### src/rtl/mips_pipe_pkg.sv
// Shared types for the MIPS pipeline front end: decoded control word, NOP encoding
// and the stall-controller FSM state classes.
package mips_pipe_pkg;

  localparam int CTRL_WIDTH = 10;
  localparam logic [31:0] NOP_INSTR = 32'h0000_0000;

  typedef struct packed {
    logic       reg_dst;
    logic       alu_src;
    logic [1:0] alu_op;
    logic       branch;
    logic       jump;
    logic       mem_read;
    logic       mem_write;
    logic       mem_to_reg;
    logic       reg_write;
  } ctrl_t;

  typedef enum logic [1:0] {
    RUN   = 2'd0,
    STALL = 2'd1,
    FLUSH = 2'd2
  } pipe_state_e;

endpackage

### src/rtl/ifid_reg.sv
// IF/ID pipeline register: loads on write_en, holds otherwise, and a flush
// replaces the slot with an invalid NOP. Synchronous active-high reset.
module ifid_reg
  import mips_pipe_pkg::*;
#(
  parameter int BIT_WIDTH = 32
) (
  input  logic                 clk,
  input  logic                 rst,
  input  logic                 flush,
  input  logic                 write_en,
  input  logic [BIT_WIDTH-1:0] instr,
  input  logic [BIT_WIDTH-1:0] pc4,
  output logic [BIT_WIDTH-1:0] instr_r,
  output logic [BIT_WIDTH-1:0] pc4_r,
  output logic                 valid_r
);

  // Flush outranks the hold request so a redirect always kills the wrong-path fetch.
  always_ff @(posedge clk) begin
    if (rst) begin
      instr_r <= {BIT_WIDTH{1'b0}};
      pc4_r   <= {BIT_WIDTH{1'b0}};
      valid_r <= 1'b0;
    end else if (flush) begin
      instr_r <= BIT_WIDTH'(NOP_INSTR);
      pc4_r   <= {BIT_WIDTH{1'b0}};
      valid_r <= 1'b0;
    end else if (write_en) begin
      instr_r <= instr;
      pc4_r   <= pc4;
      valid_r <= 1'b1;
    end
  end

endmodule

### src/rtl/pipeline_stall_ctrl.sv
// Front-end stall/flush controller: PC, IF/ID, ID/EX bubble and stall watchdog.
// Optional STALL_PERF_CNT_EN adds saturating stall/flush event counters.
module pipeline_stall_ctrl
  import mips_pipe_pkg::*;
#(
  parameter int                   BIT_WIDTH = 32,
  parameter int                   CTRL_W    = 10,
  parameter logic [BIT_WIDTH-1:0] RESET_PC  = {BIT_WIDTH{1'b0}},
  parameter int                   MAX_STALL = 4
) (
  input  logic                 clk,
  input  logic                 rst,
  input  logic                 set_HDU,
  input  logic                 PCWrite,
  input  logic                 Write_IFID,
  input  logic                 branch_taken_i,
  input  logic [BIT_WIDTH-1:0] branch_target_i,
  input  logic [BIT_WIDTH-1:0] instr_i,
  input  logic [CTRL_W-1:0]    ctrl_id_i,
  output logic [BIT_WIDTH-1:0] pc_o,
  output logic [BIT_WIDTH-1:0] instr_ifid_o,
  output logic [BIT_WIDTH-1:0] pc4_ifid_o,
  output logic                 valid_ifid_o,
  output logic [CTRL_W-1:0]    ctrl_idex_o,
  output logic                 bubble_idex_o,
  output logic                 stall_timeout_o
`ifdef STALL_PERF_CNT_EN
  ,
  output logic [31:0]          stall_cnt_o,
  output logic [31:0]          flush_cnt_o
`endif
);

  localparam int               CNT_W   = $clog2(MAX_STALL + 1);
  localparam logic [CNT_W-1:0] MAX_CNT = CNT_W'(MAX_STALL);

  logic [BIT_WIDTH-1:0] pc_r;
  logic [BIT_WIDTH-1:0] pc_plus4_s;
  logic                 valid_ifid_s;
  logic [CTRL_W-1:0]    ctrl_idex_r;
  logic                 bubble_idex_r;
  logic                 stall_timeout_r;
  logic [CNT_W-1:0]     stall_cnt_r;
  logic [CNT_W-1:0]     stall_cnt_next_s;
  pipe_state_e          class_s;
  pipe_state_e          state_r;

  assign pc_plus4_s = pc_r + BIT_WIDTH'(4);

  // Edge classification: redirect beats stall beats normal flow.
  always_comb begin
    class_s = RUN;
    if (branch_taken_i) begin
      class_s = FLUSH;
    end else if (set_HDU) begin
      class_s = STALL;
    end else begin
      class_s = RUN;
    end
  end

  // Next stall-run length; a run only continues if the previous edge was also a stall.
  always_comb begin
    stall_cnt_next_s = CNT_W'(1);
    if (state_r == STALL) begin
      if (stall_cnt_r == MAX_CNT) begin
        stall_cnt_next_s = MAX_CNT;
      end else begin
        stall_cnt_next_s = stall_cnt_r + CNT_W'(1);
      end
    end else begin
      stall_cnt_next_s = CNT_W'(1);
    end
  end

  // Fetch PC: PCWrite gating applies whenever no redirect is pending.
  always_ff @(posedge clk) begin
    if (rst) begin
      pc_r <= RESET_PC;
    end else if (class_s == FLUSH) begin
      pc_r <= branch_target_i;
    end else if (PCWrite) begin
      pc_r <= pc_plus4_s;
    end
  end

  ifid_reg #(
    .BIT_WIDTH(BIT_WIDTH)
  ) u_ifid_reg (
    .clk      (clk),
    .rst      (rst),
    .flush    (branch_taken_i),
    .write_en (Write_IFID),
    .instr    (instr_i),
    .pc4      (pc_plus4_s),
    .instr_r  (instr_ifid_o),
    .pc4_r    (pc4_ifid_o),
    .valid_r  (valid_ifid_s)
  );

  // ID/EX control slot: an empty IF/ID also turns into a bubble.
  always_ff @(posedge clk) begin
    if (rst) begin
      ctrl_idex_r   <= {CTRL_W{1'b0}};
      bubble_idex_r <= 1'b1;
    end else begin
      case (class_s)
        RUN: begin
          ctrl_idex_r   <= valid_ifid_s ? ctrl_id_i : {CTRL_W{1'b0}};
          bubble_idex_r <= ~valid_ifid_s;
        end
        default: begin
          ctrl_idex_r   <= {CTRL_W{1'b0}};
          bubble_idex_r <= 1'b1;
        end
      endcase
    end
  end

  // FSM plus watchdog: timeout is sticky until reset.
  always_ff @(posedge clk) begin
    if (rst) begin
      state_r         <= RUN;
      stall_cnt_r     <= {CNT_W{1'b0}};
      stall_timeout_r <= 1'b0;
    end else begin
      state_r <= class_s;
      case (class_s)
        STALL: begin
          stall_cnt_r <= stall_cnt_next_s;
          if (stall_cnt_next_s == MAX_CNT) begin
            stall_timeout_r <= 1'b1;
          end
        end
        default: begin
          stall_cnt_r <= {CNT_W{1'b0}};
        end
      endcase
    end
  end

`ifdef STALL_PERF_CNT_EN
  logic [31:0] stall_evt_r;
  logic [31:0] flush_evt_r;

  // Saturating event counters for stall and flush edges.
  always_ff @(posedge clk) begin
    if (rst) begin
      stall_evt_r <= 32'd0;
      flush_evt_r <= 32'd0;
    end else begin
      if ((class_s == STALL) && (stall_evt_r != 32'hFFFF_FFFF)) begin
        stall_evt_r <= stall_evt_r + 32'd1;
      end
      if ((class_s == FLUSH) && (flush_evt_r != 32'hFFFF_FFFF)) begin
        flush_evt_r <= flush_evt_r + 32'd1;
      end
    end
  end

  assign stall_cnt_o = stall_evt_r;
  assign flush_cnt_o = flush_evt_r;
`endif

  assign pc_o            = pc_r;
  assign valid_ifid_o    = valid_ifid_s;
  assign ctrl_idex_o     = ctrl_idex_r;
  assign bubble_idex_o   = bubble_idex_r;
  assign stall_timeout_o = stall_timeout_r;

endmodule

### config.mk
export PLATFORM = sky130hd
export DESIGN_NAME = pipeline_stall_ctrl
export DESIGN_NICKNAME = d
export VERILOG_FILES = /design/src/rtl/mips_pipe_pkg.sv /design/src/rtl/ifid_reg.sv /design/src/rtl/pipeline_stall_ctrl.sv
export SDC_FILE = /design/constraint.sdc
export NUM_CORES = 1
export LEC_CHECK = 0
export BUFFER_PORTS_ARGS = -buffer_cell sky130_fd_sc_hd__buf_2
export CAP_MARGIN = 20
export CORE_UTILIZATION = 39
export DETAILED_ROUTE_END_ITERATION = 10
export GPL_ROUTABILITY_DRIVEN = 1
export GPL_TIMING_DRIVEN = 0
export PLACE_DENSITY = 0.76
export SYNTH_ARGS = -nofsm -noshare
export SYNTH_HDL_FRONTEND = slang
export SYNTH_HIERARCHICAL = 1
export SYNTH_SLANG_ARGS = --single-unit
### constraint.sdc
create_clock -name clk -period 2.6 [get_ports clk]
set_clock_uncertainty 0.2 [all_clocks]
set_input_delay 0.26 -clock clk [delete_from_list [all_inputs] [get_ports clk]]
set_output_delay 0.26 -clock clk [all_outputs]
set_load 0.03 [all_outputs]
==> results.md <==
- Run status: finished, final reports clean
- Family with the most delay on the worst path: simple AND/OR/NAND/NOR gates
- CP max-delay cell: nor4_2
- Worst path cell trace: buf_2, nand4_2, nor4_2, and3_1, xor2_1, mux2i_1, nor2_1
- Max-slew violation count: 0
- Pin count of the biggest net entering global routing: 17
- Crit path DAT: roughly 2.6 ns
- DRC Markers: 0
- RSZ-0062 raised after global routing: yes
- R2R cell count: 7
- Htree depth: 4
- Leading cell types by count after synthesis: dfxtp_1, nor2_1, mux2i_1
- Die Wd: between 100 and 150 um
- Crit Path Max Fanout: 8
- Layout Area Growth over Synthesis: 50.12%
- Hold_sp: Write_IFID
- Clock root buffer: clkbuf_16
- I/O Pins: 189
- Layout Nets: 925
- Share of the synthesized area in the top cell type: approximately 44%
- Die area: 13850 um^2
- Worst skew pair latency: 0.41 ns
- Asr flop ratio synth: 0%
- Dpl hpwl: 10.88 mm
- CTS sink cnt: 114
- Via count: 5204
- Syn_nets: ~640
- Synth area leaders: dfxtp_1, mux2i_1, nor2_1
- Largest area contributor in the netlist: dfxtp_1
- Total GRT Usage: 23.53%
- Slew HR: 44.59%
- First DRT Iteration DRCs: 311
- #FFs+latches synth: 114
- Final worst path period share: 95.44%
- Worst-path clk slew: 0.05 ns
- Crit path capture type: flop
- Deepest clock path buffer count: 2
- First-pass GRT wire length: about 25 mm
- TritonCTS clock tree: done
- Power per cell area: between 600 and 700 nW/um^2
- Count leader, synth: dfxtp_1
- WL per Instance: 15.93 um
- Flop2flop setup slack: 0.12 ns
- Leakage dissipation: about 3.7 nW
- PortBufs: between 150 and 200
- Setup TNS Final: 0 ns
- Number of distinct library cells after synthesis: 50
- Initial antenna violation count: 0
- Gpl congestion: roughly 0.83
- Critical setup path kind: reg -> reg
- Starting Density: 40.68%
- EDFF count, synth: 0
- Worst-margin pin slew: 0.8243 ns
- Vias in the first global route: 4988
- Die height: 117.7 um
- CORE AREA: 12820 um^2
- Synth warn: 6
- Min cycle time layout: 2.482 ns
- Via density: 5.067
- Reg-to-reg startpoint: pc_o[5]
- N_diodes: 0
- HP Class: in -> reg
- # setup viols final: 0
- Worst EP required: approximately 2.7 ns
- Sequential area share after synthesis: ~44%
- WP buf/inv: 1
- Post-Syn Instances: 556
- Fin Hold WS: between 0.02 and 0.025 ns
- Peak supply drop: between 0.4 and 0.5 mV
- First-pass detailed-route iteration total: 5
- CP max stage delay: 0.80 ns
- Max-Cap Viols: 0
- Main synth FF type: dfxtp_1
- Mapped Area: 5218 um^2
- R2r endpoint: u_ifid_reg/pc4_r[29]
- Hold Path Depth: 3
- Final Hold Viols: 0
- Share of cells above drive strength 1: 29.94%
- Antenna viol nets, final: 0
- Row count: 41
- Setup crit start kind: flop
- CTS buffer count: 17
- Overflow after GRT: 0
- Max Fclk: 403.0 MHz
- Worst hold endpoint: u_ifid_reg/pc4_r[0]
- Routed wire length: about 16 mm
- Avg Cell Area, Syn: 9.384 um^2
==> through the flow <==
| step | instance area, um^2 | setup WS [ns] | cells | total power [W] | utilization [%] |
|---|---|---|---|---|---|
| after floorplan | 5218 | 0.04090 | 556 | 0.002284 | - |
| after global placement | 6369 | -0.1279 | 915 | 0.002478 | 49.66 |
| after detailed placement | 6369 | -0.1394 | 915 | 0.002485 | 49.66 |
| after CTS | 7782 | 0.1118 | 1022 | 0.005128 | 60.68 |
| after global routing | 7833 | -0.06498 | 1027 | 0.005289 | 61.07 |
| final | 7833 | 0.1184 | 1027 | 0.005110 | 61.07 |
==> how the worst max path moves through the flow <==
stage | cells after the start | start | slack, ns | to
finish | 7 | pc_o[5] | 0.12 | u_ifid_reg/pc4_r[29]
global route | 7 | pc_o[4] | -0.06 | u_ifid_reg/pc4_r[29]
CTS | 7 | pc_o[5] | 0.11 | u_ifid_reg/pc4_r[29]
detailed placement | 5 | pc_o[2] | -0.14 | pc_o[28]
global placement | 5 | pc_o[2] | -0.13 | pc_o[28]
floorplan | 5 | pc_o[2] | 0.04 | pc_o[28]
==> power by group <==
part           internal [W]  switching, W  total, W
clock               0.00177      0.000790   0.00256
sequential          0.00182     0.0000689   0.00188
combinational      0.000292      0.000375  0.000667
total               0.00388       0.00123   0.00511
==> worst register-to-register path, delay by kind of cell, from the launching register on <==
kind | cells | cell delay, ns
flip-flops | 1 | 0.34
buffers and inverters | 1 | 0.20
multiplexers | 1 | 0.14
AND/OR/NAND/NOR | 4 | 1.43
XOR/XNOR | 1 | 0.08
==> layout by cell type (no fill, tap or decap), types with 3 or more instances in the layout <==
master           n
dlygate4sd3_1   74
a21oi_1          9
a2111oi_0        6
nor3_1          10
o21ai_0          4
nand4_1         15
a21boi_0         3
and2_1          11
buf_2          193
or4_1            3
clkbuf_1        20
nand3_1         15
ha_1             3
dfxtp_1        113
xor2_1          16
a211oi_1        12
buf_6           12
bufinv_16        5
clkbuf_16       17
and4_1           7
inv_1           17
nor3b_1          3
buf_4            8
and3_1           7
clkinv_2         4
xnor2_1         24
nand2_1         23
o221ai_1         3
clkbuf_8         3
nor4_4           3
nor2_1         100
o31a_1           5
mux2i_1         67
a311oi_1         8
==> layer usage <==
metal | wire length (um) | vias to the layer above | track usage, % | share of wire (%)
met2 | 7864 | 233 | 39.52 | 48
met4 | 462 | 0 | 10.26 | 2.8
met5 | 0 | - | 0 | 0
met3 | 1208 | 42 | 7.364 | 7.4
met1 | 6820 | 2411 | 27.40 | 42
li1 | - | 2518 | - | -
==> what timing repair did <==
item	CTS	global route
hold buffers	73	1
endpoints found under the setup margin	8	12
resized for setup	2	2
buffers inserted	2	4
endpoints found under the hold margin	73	1
pin swaps	1	2
==> area by class of cell <==
cell class / instances / area [um^2]
flip-flops and latches: 114 / 2283
clock inverters: 10 / 178.9
multi-input cells: 384 / 2636
repair buffers: 267 / 1722
clock buffers: 22 / 474.2
inverters: 18 / 67.56
well taps: 172 / 215.2
fillers: 1070 / 4992
plain buffers: 40 / 255.2
==> sequential cells by signal, indices dropped and copies added (netlist names), 2 cells and up <==
signal,count
ctrl_idex_o,10
stall_cnt_r,3
u_ifid_reg/pc4_r,32
pc_o,32
state_r,2
u_ifid_reg/instr_r,32
==> cells by family (layout without fill, tap and decap cells) <==
logic type | Yosys count | after routing | synth area share, %
compound gates | 56 | 56 | 8.106
xor+xnor | 40 | 40 | 6.715
fa+ha+maj | 3 | 3 | 0.7195
buf+inv | 58 | 357 | 6.187
flops | 114 | 114 | 43.74
mux | 67 | 67 | 12.85
simple gates | 218 | 218 | 21.68
Note: power is estimated with default switching activity, not from simulation.
